$ cat config.mk
export PLATFORM = sky130hd
export DESIGN_NAME = spi_responder_regfile_flat
export DESIGN_NICKNAME = d
export VERILOG_FILES = /design/src/rtl/spi_responder_regfile_pkg.sv /design/src/rtl/spi_responder_regfile_if.sv /design/src/rtl/spi_responder_regfile_sync_edge.sv /design/src/rtl/spi_responder_regfile.sv /design/src/flat_wrapper.sv
export SDC_FILE = /design/constraint.sdc
export NUM_CORES = 1
export LEC_CHECK = 0
export CAP_MARGIN = 0
export CORE_ASPECT_RATIO = 1.4
export CORE_MARGIN = 2
export CORE_UTILIZATION = 50
export CTS_CLUSTER_SIZE = 30
export DETAILED_ROUTE_END_ITERATION = 8
export HOLD_SLACK_MARGIN = 0.05
export PLACE_DENSITY = 0.66
export SYNTH_ARGS = -nofsm -noshare
export SYNTH_HDL_FRONTEND = slang
export SYNTH_SLANG_ARGS = --single-unit
$ cat constraint.sdc
create_clock -name clk -period 2.2 [get_ports clk]
set_input_delay 0.22 -clock clk [delete_from_list [all_inputs] [get_ports clk]]
set_output_delay 0.22 -clock clk [all_outputs]
set_load 0.01 [all_outputs]
$ cat src/rtl/spi_responder_regfile_pkg.sv
// Shared types and command-byte field positions for the SPI responder register file.
package spi_resp_pkg;

  typedef enum logic [1:0] {
    IDLE = 2'd0,
    CMD  = 2'd1,
    DATA = 2'd2
  } state_t;

  localparam int NUM_REGS    = 32;
  localparam int ADDR_W      = 5;
  localparam int CMD_ADDR_HI = 7;
  localparam int CMD_ADDR_LO = 3;
  localparam int CMD_WR_BIT  = 1;

endpackage

$ cat src/rtl/spi_responder_regfile_if.sv
// SPI pins plus the local fabric port of the responder register file.
interface spi_responder_regfile_if;
  import spi_resp_pkg::*;

  logic              spi_ss_n;
  logic              spi_sclk;
  logic              spi_mosi;
  logic              spi_miso;
  logic              spi_miso_oe;
  logic [7:0]        status_in;
  logic              fab_we;
  logic [ADDR_W-1:0] fab_addr;
  logic [7:0]        fab_wdata;
  logic [7:0]        fab_rdata;
  logic              wr_strobe;
  logic [ADDR_W-1:0] wr_addr;
  logic [7:0]        wr_data;
  logic              irq_n;

  // Device side of the link.
  modport slave (
    input  spi_ss_n, spi_sclk, spi_mosi, status_in, fab_we, fab_addr, fab_wdata,
    output spi_miso, spi_miso_oe, fab_rdata, wr_strobe, wr_addr, wr_data, irq_n
  );

  // SPI master and fabric client side.
  modport master (
    output spi_ss_n, spi_sclk, spi_mosi, status_in, fab_we, fab_addr, fab_wdata,
    input  spi_miso, spi_miso_oe, fab_rdata, wr_strobe, wr_addr, wr_data, irq_n
  );

endinterface

$ cat src/rtl/spi_responder_regfile_sync_edge.sv
// 2-FF synchroniser for an asynchronous input plus one-cycle rise/fall pulses
// derived from the synchronised level.
module spi_sync_edge #(
  parameter logic RST_VAL = 1'b0
) (
  input  logic i_clk,
  input  logic i_rst_n,
  input  logic i_async,
  output logic o_sync,
  output logic o_rise,
  output logic o_fall
);

  logic r_meta, r_sync, r_prev;

  // Two flops for metastability, a third holds last cycle's level for edge detection.
  always_ff @(posedge i_clk or negedge i_rst_n) begin
    if (!i_rst_n) begin
      r_meta <= RST_VAL;
      r_sync <= RST_VAL;
      r_prev <= RST_VAL;
    end else begin
      r_meta <= i_async;
      r_sync <= r_meta;
      r_prev <= r_sync;
    end
  end

  assign o_sync = r_sync;
  assign o_rise = r_sync & ~r_prev;
  assign o_fall = ~r_sync & r_prev;

endmodule

$ cat src/rtl/spi_responder_regfile.sv
// SPI mode-0 responder fronting a 32 x 8 register file. Command byte selects
// register [7:3] and direction [1]; every following byte of the burst targets
// the same register. A fabric port can write registers and set interrupt flags.
module spi_responder_regfile
  import spi_resp_pkg::*;
#(
  parameter int         IRQ_ADDR       = 25,
  parameter int         IEN_ADDR       = 26,
  parameter logic [7:0] STATUS_DEFAULT = 8'h00
) (
  input logic                     clk,
  input logic                     reset_n,
  spi_responder_regfile_if.slave  bus
);

  localparam logic [ADDR_W-1:0] IRQ_A = IRQ_ADDR[ADDR_W-1:0];
  localparam logic [ADDR_W-1:0] IEN_A = IEN_ADDR[ADDR_W-1:0];

  state_t            r_state, w_state_nx;
  logic [7:0]        r_regs [NUM_REGS];
  logic [6:0]        r_rx_shift;
  logic [6:0]        r_tx_shift;   // bits still to send after the one on MISO
  logic [2:0]        r_bit_cnt;
  logic [ADDR_W-1:0] r_addr;
  logic              r_wr;
  logic [7:0]        r_next_tx;
  logic              r_byte_done;
  logic              r_miso, r_oe;
  logic              r_wr_strobe;
  logic [ADDR_W-1:0] r_wr_addr;
  logic [7:0]        r_wr_data;
  logic [7:0]        r_fab_rdata;
  logic              r_irq_n;

  logic       w_ss_rise, w_ss_fall, w_ss_level_unused;
  logic       w_sclk_rise, w_sclk_fall, w_sclk_level_unused;
  logic       w_mosi, w_mosi_rise_unused, w_mosi_fall_unused;
  logic [7:0] w_rx_byte, w_next_tx;
  logic       w_byte_done, w_spi_we;

  spi_sync_edge #(.RST_VAL(1'b1)) u_ss (
    .i_clk(clk), .i_rst_n(reset_n), .i_async(bus.spi_ss_n),
    .o_sync(w_ss_level_unused), .o_rise(w_ss_rise), .o_fall(w_ss_fall)
  );

  spi_sync_edge #(.RST_VAL(1'b0)) u_sclk (
    .i_clk(clk), .i_rst_n(reset_n), .i_async(bus.spi_sclk),
    .o_sync(w_sclk_level_unused), .o_rise(w_sclk_rise), .o_fall(w_sclk_fall)
  );

  spi_sync_edge #(.RST_VAL(1'b0)) u_mosi (
    .i_clk(clk), .i_rst_n(reset_n), .i_async(bus.spi_mosi),
    .o_sync(w_mosi), .o_rise(w_mosi_rise_unused), .o_fall(w_mosi_fall_unused)
  );

  assign w_rx_byte   = {r_rx_shift, w_mosi};
  // Deselect wins over a coincident last edge, so an aborted byte never completes.
  assign w_byte_done = (r_state != IDLE) && w_sclk_rise && !w_ss_rise && (r_bit_cnt == 3'd7);
  assign w_spi_we    = w_byte_done && (r_state == DATA) && r_wr;

  // State register.
  always_ff @(posedge clk or negedge reset_n) begin
    if (!reset_n) r_state <= IDLE;
    else          r_state <= w_state_nx;
  end

  // Next state: select starts a command, first byte moves to data, deselect always idles.
  always_comb begin
    w_state_nx = r_state;
    unique case (r_state)
      IDLE:    if (w_ss_fall) w_state_nx = CMD;
      CMD:     if (w_ss_rise) w_state_nx = IDLE;
               else if (w_byte_done) w_state_nx = DATA;
      DATA:    if (w_ss_rise) w_state_nx = IDLE;
      default: w_state_nx = IDLE;
    endcase
  end

  // Byte to shift out after the current one: register contents for reads, zero for writes.
  always_comb begin
    w_next_tx = 8'h00;
    if (r_state == CMD) begin
      if (!w_rx_byte[CMD_WR_BIT]) w_next_tx = r_regs[w_rx_byte[CMD_ADDR_HI:CMD_ADDR_LO]];
    end else if (!r_wr) begin
      w_next_tx = r_regs[r_addr];
    end
  end

  // Shift engine: sample MOSI on sclk rise, advance MISO on sclk fall.
  always_ff @(posedge clk or negedge reset_n) begin
    if (!reset_n) begin
      r_rx_shift  <= '0;
      r_tx_shift  <= STATUS_DEFAULT[6:0];
      r_bit_cnt   <= '0;
      r_addr      <= '0;
      r_wr        <= 1'b0;
      r_next_tx   <= '0;
      r_byte_done <= 1'b0;
      r_miso      <= 1'b0;
      r_oe        <= 1'b0;
      r_wr_strobe <= 1'b0;
      r_wr_addr   <= '0;
      r_wr_data   <= '0;
    end else begin
      r_wr_strobe <= 1'b0;
      if (w_ss_rise) begin
        r_oe        <= 1'b0;
        r_miso      <= 1'b0;
        r_byte_done <= 1'b0;
      end else if (r_state == IDLE) begin
        if (w_ss_fall) begin
          // Status MSB must be on the wire before the first mode-0 rise.
          r_miso      <= bus.status_in[7];
          r_tx_shift  <= bus.status_in[6:0];
          r_bit_cnt   <= '0;
          r_oe        <= 1'b1;
          r_byte_done <= 1'b0;
        end
      end else if (w_sclk_rise) begin
        r_rx_shift <= w_rx_byte[6:0];
        r_bit_cnt  <= r_bit_cnt + 3'd1;
        if (w_byte_done) begin
          r_byte_done <= 1'b1;
          r_next_tx   <= w_next_tx;
          if (r_state == CMD) begin
            r_addr <= w_rx_byte[CMD_ADDR_HI:CMD_ADDR_LO];
            r_wr   <= w_rx_byte[CMD_WR_BIT];
          end
          if (w_spi_we) begin
            r_wr_strobe <= 1'b1;
            r_wr_addr   <= r_addr;
            r_wr_data   <= w_rx_byte;
          end
        end
      end else if (w_sclk_fall) begin
        if (r_byte_done) begin
          r_miso      <= r_next_tx[7];
          r_tx_shift  <= r_next_tx[6:0];
          r_byte_done <= 1'b0;
        end else begin
          r_miso     <= r_tx_shift[6];
          r_tx_shift <= {r_tx_shift[5:0], 1'b0};
        end
      end
    end
  end

  // Register file: SPI beats fabric on the same address, except the IRQ flags
  // where a fabric set survives a simultaneous SPI clear.
  always_ff @(posedge clk or negedge reset_n) begin
    if (!reset_n) begin
      for (int i = 0; i < NUM_REGS; i++) r_regs[i] <= '0;
    end else begin
      for (int i = 0; i < NUM_REGS; i++) begin
        if (w_spi_we && r_addr == ADDR_W'(i)) begin
          if (i == IRQ_ADDR)
            r_regs[i] <= (r_regs[i] & ~w_rx_byte) |
                         ((bus.fab_we && bus.fab_addr == ADDR_W'(i)) ? bus.fab_wdata : 8'h00);
          else
            r_regs[i] <= w_rx_byte;
        end else if (bus.fab_we && bus.fab_addr == ADDR_W'(i)) begin
          r_regs[i] <= (i == IRQ_ADDR) ? (r_regs[i] | bus.fab_wdata) : bus.fab_wdata;
        end
      end
    end
  end

  // Registered fabric read-back and interrupt line.
  always_ff @(posedge clk or negedge reset_n) begin
    if (!reset_n) begin
      r_fab_rdata <= '0;
      r_irq_n     <= 1'b1;
    end else begin
      r_fab_rdata <= r_regs[bus.fab_addr];
      r_irq_n     <= ~|(r_regs[IRQ_A] & r_regs[IEN_A]);
    end
  end

  assign bus.spi_miso    = r_miso;
  assign bus.spi_miso_oe = r_oe;
  assign bus.fab_rdata   = r_fab_rdata;
  assign bus.wr_strobe   = r_wr_strobe;
  assign bus.wr_addr     = r_wr_addr;
  assign bus.wr_data     = r_wr_data;
  assign bus.irq_n       = r_irq_n;

endmodule
$ cat src/flat_wrapper.sv
// flat-port wrapper written by rule: the top's interface ports become plain ports
module spi_responder_regfile_flat import spi_resp_pkg::*;
#(
  parameter int         IRQ_ADDR       = 25,
  parameter int         IEN_ADDR       = 26,
  parameter logic [7:0] STATUS_DEFAULT = 8'h00
)
  (clk, reset_n, bus_spi_ss_n, bus_spi_sclk, bus_spi_mosi, bus_status_in, bus_fab_we, bus_fab_addr, bus_fab_wdata, bus_spi_miso, bus_spi_miso_oe, bus_fab_rdata, bus_wr_strobe, bus_wr_addr, bus_wr_data, bus_irq_n);
  spi_responder_regfile_if bus_i ();
  input logic clk;
  input logic reset_n;
  input wire logic [$bits(bus_i.spi_ss_n)-1:0] bus_spi_ss_n;
  input wire logic [$bits(bus_i.spi_sclk)-1:0] bus_spi_sclk;
  input wire logic [$bits(bus_i.spi_mosi)-1:0] bus_spi_mosi;
  input wire logic [$bits(bus_i.status_in)-1:0] bus_status_in;
  input wire logic [$bits(bus_i.fab_we)-1:0] bus_fab_we;
  input wire logic [$bits(bus_i.fab_addr)-1:0] bus_fab_addr;
  input wire logic [$bits(bus_i.fab_wdata)-1:0] bus_fab_wdata;
  output wire logic [$bits(bus_i.spi_miso)-1:0] bus_spi_miso;
  output wire logic [$bits(bus_i.spi_miso_oe)-1:0] bus_spi_miso_oe;
  output wire logic [$bits(bus_i.fab_rdata)-1:0] bus_fab_rdata;
  output wire logic [$bits(bus_i.wr_strobe)-1:0] bus_wr_strobe;
  output wire logic [$bits(bus_i.wr_addr)-1:0] bus_wr_addr;
  output wire logic [$bits(bus_i.wr_data)-1:0] bus_wr_data;
  output wire logic [$bits(bus_i.irq_n)-1:0] bus_irq_n;
  assign bus_i.spi_ss_n = bus_spi_ss_n;
  assign bus_i.spi_sclk = bus_spi_sclk;
  assign bus_i.spi_mosi = bus_spi_mosi;
  assign bus_i.status_in = bus_status_in;
  assign bus_i.fab_we = bus_fab_we;
  assign bus_i.fab_addr = bus_fab_addr;
  assign bus_i.fab_wdata = bus_fab_wdata;
  assign bus_spi_miso = bus_i.spi_miso;
  assign bus_spi_miso_oe = bus_i.spi_miso_oe;
  assign bus_fab_rdata = bus_i.fab_rdata;
  assign bus_wr_strobe = bus_i.wr_strobe;
  assign bus_wr_addr = bus_i.wr_addr;
  assign bus_wr_data = bus_i.wr_data;
  assign bus_irq_n = bus_i.irq_n;
  spi_responder_regfile #(.IRQ_ADDR(IRQ_ADDR), .IEN_ADDR(IEN_ADDR), .STATUS_DEFAULT(STATUS_DEFAULT)) u_core (.clk(clk), .reset_n(reset_n), .bus(bus_i));
endmodule
-- After elaboration in Yosys (flattened, before gate mapping)
Index checks and enable logic that the tools add are counted.
- flip-flop bits (word level): 323
- output and inout port bits: 25
- input bits: 27
- logic and storage cells: 383
- muxes and demuxes: 110
- magnitude comparators: 3
- bitwise gates (word level): 18
- add/subtract/negate cells: 1
- equality and inequality tests: 72
- reduce and logical (&&, ||, !) cells: 124
- operators with widths (operator ; count):
    $mux W8 ; 74
    $eq A5 B5 Y1 const B ; 32
    $bmux W8 S5 ; 3
    $eq A5 B4 Y1 const B ; 16
    $reduce_bool A2 Y1 ; 37
    $logic_and A1 B1 Y1 ; 69
    $eq A5 B3 Y1 const B ; 8
    $mux W7 ; 5
    $eq A5 B2 Y1 const B ; 4
    $mux W1 ; 20
    $ge A6 B6 Y1 const B ; 3
    $not A5 Y6 ; 3
    $and A8 B8 Y8 ; 2
    $or A8 B8 Y8 ; 2
    $reduce_and A3 Y1 ; 5
    $eq A5 B1 Y1 const B ; 2
    $logic_not A5 Y1 ; 2
    $reduce_and A5 Y1 ; 2
    $mux W3 ; 3
    $mux W2 ; 4
    $not A8 Y8 ; 1
    $reduce_and A4 Y1 ; 2
    $reduce_or A8 Y1 ; 1
    $ne A3 B2 Y1 const B ; 2
    other kinds (16) ; 26

-- Logic depth before layout (Yosys ltp)
- depth in word-level cells: 12
- gate-level depth with buffers: 12
- depth with buffers taken out: 8

-- Hierarchy
Synthesis repeated with hierarchy kept, for this count alone.
- cell total of the unflattened synthesis: 1898
- area, all modules: 21186.6 µm²
- modules (own cells, without submodules) (module ; cells an instance ; times used ; seq. area each (µm²) ; area each (µm²)):
    spi_responder_regfile ; 1883 ; 1 ; 7883.8 ; 20912.6
    spi_sync_edge at u_core.u_mosi ... ; 5 ; 2 ; 75.1 ; 90.1
    spi_sync_edge at u_core.u_ss ; 5 ; 1 ; 78.8 ; 93.8

-- Worst setup path after synthesis
Ideal clock, no wire load.
- path type: flip-flop to flip-flop
- start: register u_core.u_ss.r_prev
- end: register u_core.r_regs[221] in the netlist's numbering
- path slack: -0.204 ns
- setup time: 0.123 ns
- data arrival time: 2.281 ns
- path buffers: 4
- data required time: 2.077 ns
- cell stages (with the launch flop): 13
- period minus slack after synthesis: 2.404 ns
- path through: dfstp_2 inv_1 ha_1 buf_2 and2b_1 nand4_1 inv_2 buf_6 buf_6 nand4_1 buf_4 nor2_1 a21oi_1
- cells in the longest elaborated chain, start to end: 9
- elaborated cells on any way between the ends: 10
- those cells by class: 1 x mux; 2 x bitwise; 7 x reduce/logical
- ends and longest elaborated chain (what ; line ; text):
    start: declaration ; spi_responder_regfile_sync_edge.sv:14 ; logic r_meta, r_sync, r_prev;
    start signal: assignment ; spi_responder_regfile_sync_edge.sv:25 ; r_prev <= r_sync;
    $not A1 Y1 * ; spi_responder_regfile_sync_edge.sv:30 ; assign o_rise = r_sync & ~r_prev;
    $and A1 B1 Y1 * ; spi_responder_regfile_sync_edge.sv:30 ;
    $logic_not A1 Y1 * ; spi_responder_regfile.sv:58 ; assign w_byte_done = (r_state != IDLE) && w_sclk_rise && !w_ss_rise && (r_bit_cnt == 3'd7);
    $logic_and A1 B1 Y1 * (2 in series) ; spi_responder_regfile.sv:58 ;
    $logic_and A1 B1 Y1 * (2 in series) ; spi_responder_regfile.sv:59 ; assign w_spi_we = w_byte_done && (r_state == DATA) && r_wr;
    $logic_and A1 B1 Y1 * ; spi_responder_regfile.sv:155 ; if (w_spi_we && r_addr == ADDR_W'(i)) begin
    $mux W8 / $reduce_bool A2 Y1 (equally long branches) ; -- ;
    end signal: indexed assignment ; spi_responder_regfile.sv:157 ; r_regs[i] <= (r_regs[i] & ~w_rx_byte) |
    end signal: indexed assignment ; spi_responder_regfile.sv:160 ; r_regs[i] <= w_rx_byte;
    end signal: indexed assignment ; spi_responder_regfile.sv:162 ; r_regs[i] <= (i == IRQ_ADDR) ? (r_regs[i] | bus.fab_wdata) : bus.fab_wdata;
    end: declaration ; spi_responder_regfile.sv:20 ; logic [7:0] r_regs [NUM_REGS];
Mark *: on every way between the ends. The rest lies on a longest branch, timed or not.
A chain may end at the register's enable or synchronous reset.

-- Worst setup path in the final report
- start: register u_core.r_rx_shift[2]
- end: register u_core.r_next_tx[4]
- cells in the longest elaborated chain, start to end: 6
- ends and longest elaborated chain (what ; line ; text):
    start: declaration ; spi_responder_regfile.sv:21 ; logic [6:0] r_rx_shift;
    start signal: assignment ; spi_responder_regfile.sv:120 ; r_rx_shift <= w_rx_byte[6:0];
    $not A5 Y6 (not written as such) ; spi_responder_regfile.sv:83 ; if (!w_rx_byte[CMD_WR_BIT]) w_next_tx = r_regs[w_rx_byte[CMD_ADDR_HI:CMD_ADDR_LO]];
    $bmux W8 S5 ; spi_responder_regfile.sv:83 ;
    $mux W8 (not written as such) (2 in series) ; spi_responder_regfile.sv:83 ;
    $mux W8 ; spi_responder_regfile.sv:83 ;
    $mux W8 ; spi_responder_regfile.sv:82 ; if (r_state == CMD) begin
    end signal: assignment ; spi_responder_regfile.sv:124 ; r_next_tx <= w_next_tx;
    end: declaration ; spi_responder_regfile.sv:26 ; logic [7:0] r_next_tx;
No other way between the ends. The select of a mux whose other input is x is not followed.

==> out/summary.json <==
{
  "result_of_the_run": {"value": "complete, but fails checks"},
  "violations_in_the_final_reports": {"value": "setup timing"},
  "setup.worst_path.start_class": {"value": "flip-flop"},
  "io-pin-count": {"value": 52},
  "seqCellArea": {"value": 8110, "unit": "um2"},
  "synthesis.area": {"value": 21300, "unit": "um2"},
  "global_router_s_overall_resource_usage": {"value": 0.367},
  "detailed_place_hpwl": {"value": 55000, "unit": "um"},
  "numCtsBuffers": {"value": 36},
  "clock_insertion_delay_at_the_later_pin_of_the_skew_report": {"value": 0.56, "unit": "ns"},
  "worstPathBufferInverterCount": {"value": 2},
  "cts_tree": {"value": "yes"},
  "die_area": {"value": 44300, "unit": "um2"},
  "holdCritStartpoint": {"value": "bus_spi_ss_n"},
  "place.gp.congestion": {"value": 0.997},
  "finalSetupViolations": {"value": 8},
  "dr_total_vias": {"value": 17900},
  "worst_setup_slack_after_placement": {"value": -0.221, "unit": "ns"},
  "grt_max_degree": {"value": 73},
  "synth_top_cell_area_share": {"value": 0.375},
  "fmax": {"value": 0.422, "unit": "GHz"},
  "clock-sinks": {"value": 323},
  "remaining_drc_errors": {"value": 0},
  "critPathArrivalTime": {"value": 2.78, "unit": "ns"},
  "multi_input_comb_area": {"value": 12400, "unit": "um2"},
  "timing.final.hold_violations": {"value": 0},
  "post_route_cells_drive_above_1_share": {"value": 0.337},
  "syn_inst": {"value": 1859},
  "synthDistinctLibCells": {"value": 64},
  "power_switching_share": {"value": 0.358},
  "die-width": {"value": 178, "unit": "um"},
  "detailedRoute.firstPassIterationCount": {"value": 5},
  "vias_per_cell": {"value": 6.86},
  "seq_power_share": {"value": 0.367},
  "yosysSeqAreaShare": {"value": 0.380},
  "switchingPower": {"value": 8.59, "unit": "mW"},
  "async_reset_ff_frac": {"value": 1.00},
  "holdCritPathClass": {"value": "in -> reg"},
  "yosys_register_bits": {"value": 323},
  "layout.cell_area.non_filler": {"value": 26400, "unit": "um2"},
  "fin_nets": {"value": 2075},
  "globalRoute.totalOverflow": {"value": 0},
  "crit_path_top_delay_cell": {"value": "mux4_2"},
  "worst_setup_path_startpoint": {"value": "u_core.r_rx_shift[2]$_DFFE_PN0P_"},
  "core-area": {"value": 42100, "unit": "um2"},
  "power_report.internal_total": {"value": 15.4, "unit": "mW"},
  "layout-area-overhead-vs-synth": {"value": 23.9, "unit": "%"},
  "critical_path_stages": {"value": 6},
  "timing.critical_path.fanout_max": {"value": 8},
  "drt-initial-drc-count": {"value": 2190},
  "yosysTopAreaCell": {"value": "dfrtp_1"},
  "series_of_cell_instances_along_the_critical_path": {"value": "buf_12 > buf_12 > mux4_2 > mux4_2 > a32oi_2 > nand3_1"},
  "smallest_setup_slack_after_layout": {"value": -0.170, "unit": "ns"},
  "r2r_slack": {"value": -0.17, "unit": "ns"},
  "timing.final.crit_share": {"value": 1.08},
  "clock-skew-final": {"value": 0.0304, "unit": "ns"},
  "drv_cap": {"value": 0},
  "worst_setup_path_endpoint": {"value": "u_core.r_next_tx[4]$_DFFE_PN0P_"},
  "first_pass_grt_wire_length": {"value": 118000, "unit": "um"},
  "cts.htree.levels": {"value": 2},
  "cellLeakagePower": {"value": 10.6, "unit": "nW"},
  "sum_of_internal_switching_and_leakage_power": {"value": 24.0, "unit": "mW"},
  "yosys-top-cells-area": {"value": "dfrtp_1, mux4_2, mux2i_1"},
  "remaining_max_slew_budget_at_the_tightest_pin": {"value": 0.468},
  "number_of_antenna_violations_at_the_first_check_in_global_routing": {"value": 2},
  "fin_worst_hold_slack": {"value": 0.0729, "unit": "ns"},
  "synth-warning-count": {"value": 0},
  "wire_per_inst": {"value": 30.4, "unit": "um"},
  "fp.dieH": {"value": 248, "unit": "um"},
  "final.min_clock_period": {"value": 2.37, "unit": "ns"},
  "worst_ep_required_time": {"value": 2.61, "unit": "ns"},
  "power.clock.fraction": {"value": 0.264},
  "crit_family": {"value": "multiplexers"},
  "synth_enable_flop_cells": {"value": 0},
  "power_density": {"value": 911, "unit": "nW/um2"},
  "clk_path_buf_depth": {"value": 3},
  "worst-setup-path-type": {"value": "reg -> reg"},
  "cts_root_buffer": {"value": "clkbuf_16"},
  "area_after_dpl": {"value": 24300, "unit": "um2"},
  "postSynthNetCount": {"value": 1892},
  "core.rowCount": {"value": 89},
  "synthFlopType": {"value": "dfrtp_1"},
  "worst_slew_pin_tran": {"value": 0.798, "unit": "ns"},
  "place.port_buffers": {"value": 51},
  "comb_power_share": {"value": 0.368},
  "regToRegEndpoint": {"value": "u_core.r_next_tx[4]$_DFFE_PN0P_"},
  "vdd.ir_drop.worst": {"value": 0.000642, "unit": "V"},
  "worst_setup_hold_path_clk_slew": {"value": 0.07, "unit": "ns"},
  "rsz0062_at_grt": {"value": "yes"},
  "postRouteAntennaNets": {"value": 0},
  "initial_core_util": {"value": 0.506},
  "worst_path_largest_cell_delay": {"value": 0.55, "unit": "ns"},
  "worst-r2r-cell-count": {"value": 6},
  "syn_area_per_cell": {"value": 11.4, "unit": "um2"},
  "setup.worst_path.end_class": {"value": "flip-flop"},
  "first_global_vias": {"value": 17800},
  "maxSlewViolCount": {"value": 0},
  "setup_tns_final": {"value": -0.811, "unit": "ns"},
  "route.final.wire_length": {"value": 79700, "unit": "um"},
  "r2r-start": {"value": "u_core.r_rx_shift[2]$_DFFE_PN0P_"},
  "fillerInstances": {"value": 3260}
}
==> metrics by stage <==
| step | utilization | instances |
|---|---|---|
| 4_1_cts | 0.614 | 2578 |
| 5_1_grt | 0.626 | 2615 |
| 6_report | 0.626 | 2616 |
| 3_3_place_gp | 0.576 | 2493 |
| 3_5_place_dp | 0.576 | 2493 |
| 2_1_floorplan | - | 1859 |
==> state kept, by name, indices dropped and copies added, names as in the netlist, 2 cells and up <==
name                  count
u_core.r_next_tx          8
u_core.bus.wr_addr        5
u_core.r_bit_cnt          3
u_core.r_regs           256
u_core.r_addr             5
u_core.r_tx_shift         7
u_core.r_rx_shift         7
u_core.bus.wr_data        8
u_core.bus.fab_rdata      8
u_core.r_state            2
==> cells by family after synthesis <==
logic type / after synthesis / share of synthesized area
muxes: 533 / 0.380
buffers and inverters: 203 / 0.0467
AOI/OAI and AO/OA: 327 / 0.0855
adders and majority gates: 6 / 0.00353
DFF: 323 / 0.380
and+or+nand+nor: 467 / 0.104
==> per-layer routing <==
layer / up-vias / global-route usage / wire, um
li1: 7348 / - / -
met1: 8961 / 0.437 / 27000
met2: 1196 / 0.591 / 38000
met3: 429 / 0.0679 / 6650
met4: 2 / 0.281 / 7950
met5: - / 0 / 10
==> worst reg2reg max path: cells and delay by family (launching register included) <==
kind                   cells  cell delay, ns
and+or+nand+nor            1            0.12
DFF                        1            0.48
buffers and inverters      2            0.30
muxes                      2            1.09
AOI/OAI and AO/OA          1            0.25
==> cells in the final DEF, fill, tap and decap left out, types with 10 or more instances in the layout <==
| master | synthesis | routed |
|---|---|---|
| dfrtp_1 | 319 | 312 |
| clkdlybuf4s50_1 | 0 | 48 |
| a22o_1 | 10 | 10 |
| and4_4 | 0 | 12 |
| mux2_2 | 34 | 33 |
| nand4_2 | 15 | 15 |
| clkinv_2 | 0 | 11 |
| nand2_2 | 1 | 16 |
| o21ai_1 | 13 | 50 |
| o21ai_0 | 119 | 76 |
| buf_6 | 10 | 13 |
| mux4_2 | 202 | 208 |
| buf_4 | 10 | 186 |
| nand3_1 | 15 | 15 |
| a21oi_1 | 140 | 138 |
| clkbuf_16 | 0 | 41 |
| buf_12 | 2 | 82 |
| mux2i_1 | 286 | 285 |
| nand2_1 | 203 | 187 |
| nor2_1 | 149 | 147 |
==> power groups by stage <==
stage               combinational [mW]  sequential, mW  clock, mW
CTS                               8.32            8.68       6.41
global route                      9.23            8.84       6.63
global placement                  7.80            8.70          0
finish                            8.85            8.82       6.35
floorplan                         5.38            7.87          0
detailed placement                7.97            8.76          0
==> Yosys cell counts, drive strengths merged (5+ instances only) <==
| master | n |
|---|---|
| a22o | 10 |
| mux2 | 34 |
| nor3 | 8 |
| nor2 | 157 |
| mux2i | 286 |
| a22oi | 12 |
| and4 | 17 |
| buf | 105 |
| o221ai | 6 |
| clkbuf | 90 |
| o21ai | 132 |
| inv | 7 |
| ha | 6 |
| mux4 | 213 |
| nor3b | 5 |
| dfrtp | 319 |
| nand4 | 24 |
| a21oi | 140 |
| nand2 | 204 |
| nor2b | 11 |
| nand3 | 15 |
==> worst min path at each step <==
stage | slack, ns | cells after the start | endpoint
after global routing | 0.07 | 1 | u_core.u_ss.r_meta$_DFF_PN1_
after global placement | 0.17 | 1 | u_core.r_regs[217]$_DFFE_PN0P_
after detailed placement | 0.18 | 1 | u_core.r_regs[217]$_DFFE_PN0P_
after CTS | 0.06 | 1 | u_core.u_ss.r_meta$_DFF_PN1_
after floorplan | -0.08 | 0 | u_core.bus.fab_rdata[0]$_DFF_PN0_
final | 0.07 | 1 | u_core.u_ss.r_meta$_DFF_PN1_
==> final cells by class <==
type	instances	share of cell area
antenna	1	0.0000949
clock buffer	46	0.0391
clock inverter	19	0.00717
inverter	8	0.00161
multi-input combinational	1333	0.470
sequential	323	0.307
tap	546	0.0259
timing repair buffer	340	0.148
==> repair_timing <==
| action | 4_1_cts | 5_1_grt |
|---|---|---|
| hold buffers | 1 | 0 |
| buffers inserted | 15 | 33 |
| endpoints found under the setup margin | 59 | 264 |
| pin swaps | 10 | 12 |
| gates resized for setup | 76 | 57 |
| hold endpoints to repair | 143 | 0 |
| gates cloned | 4 | 4 |
(Power assumes the default switching activity.)
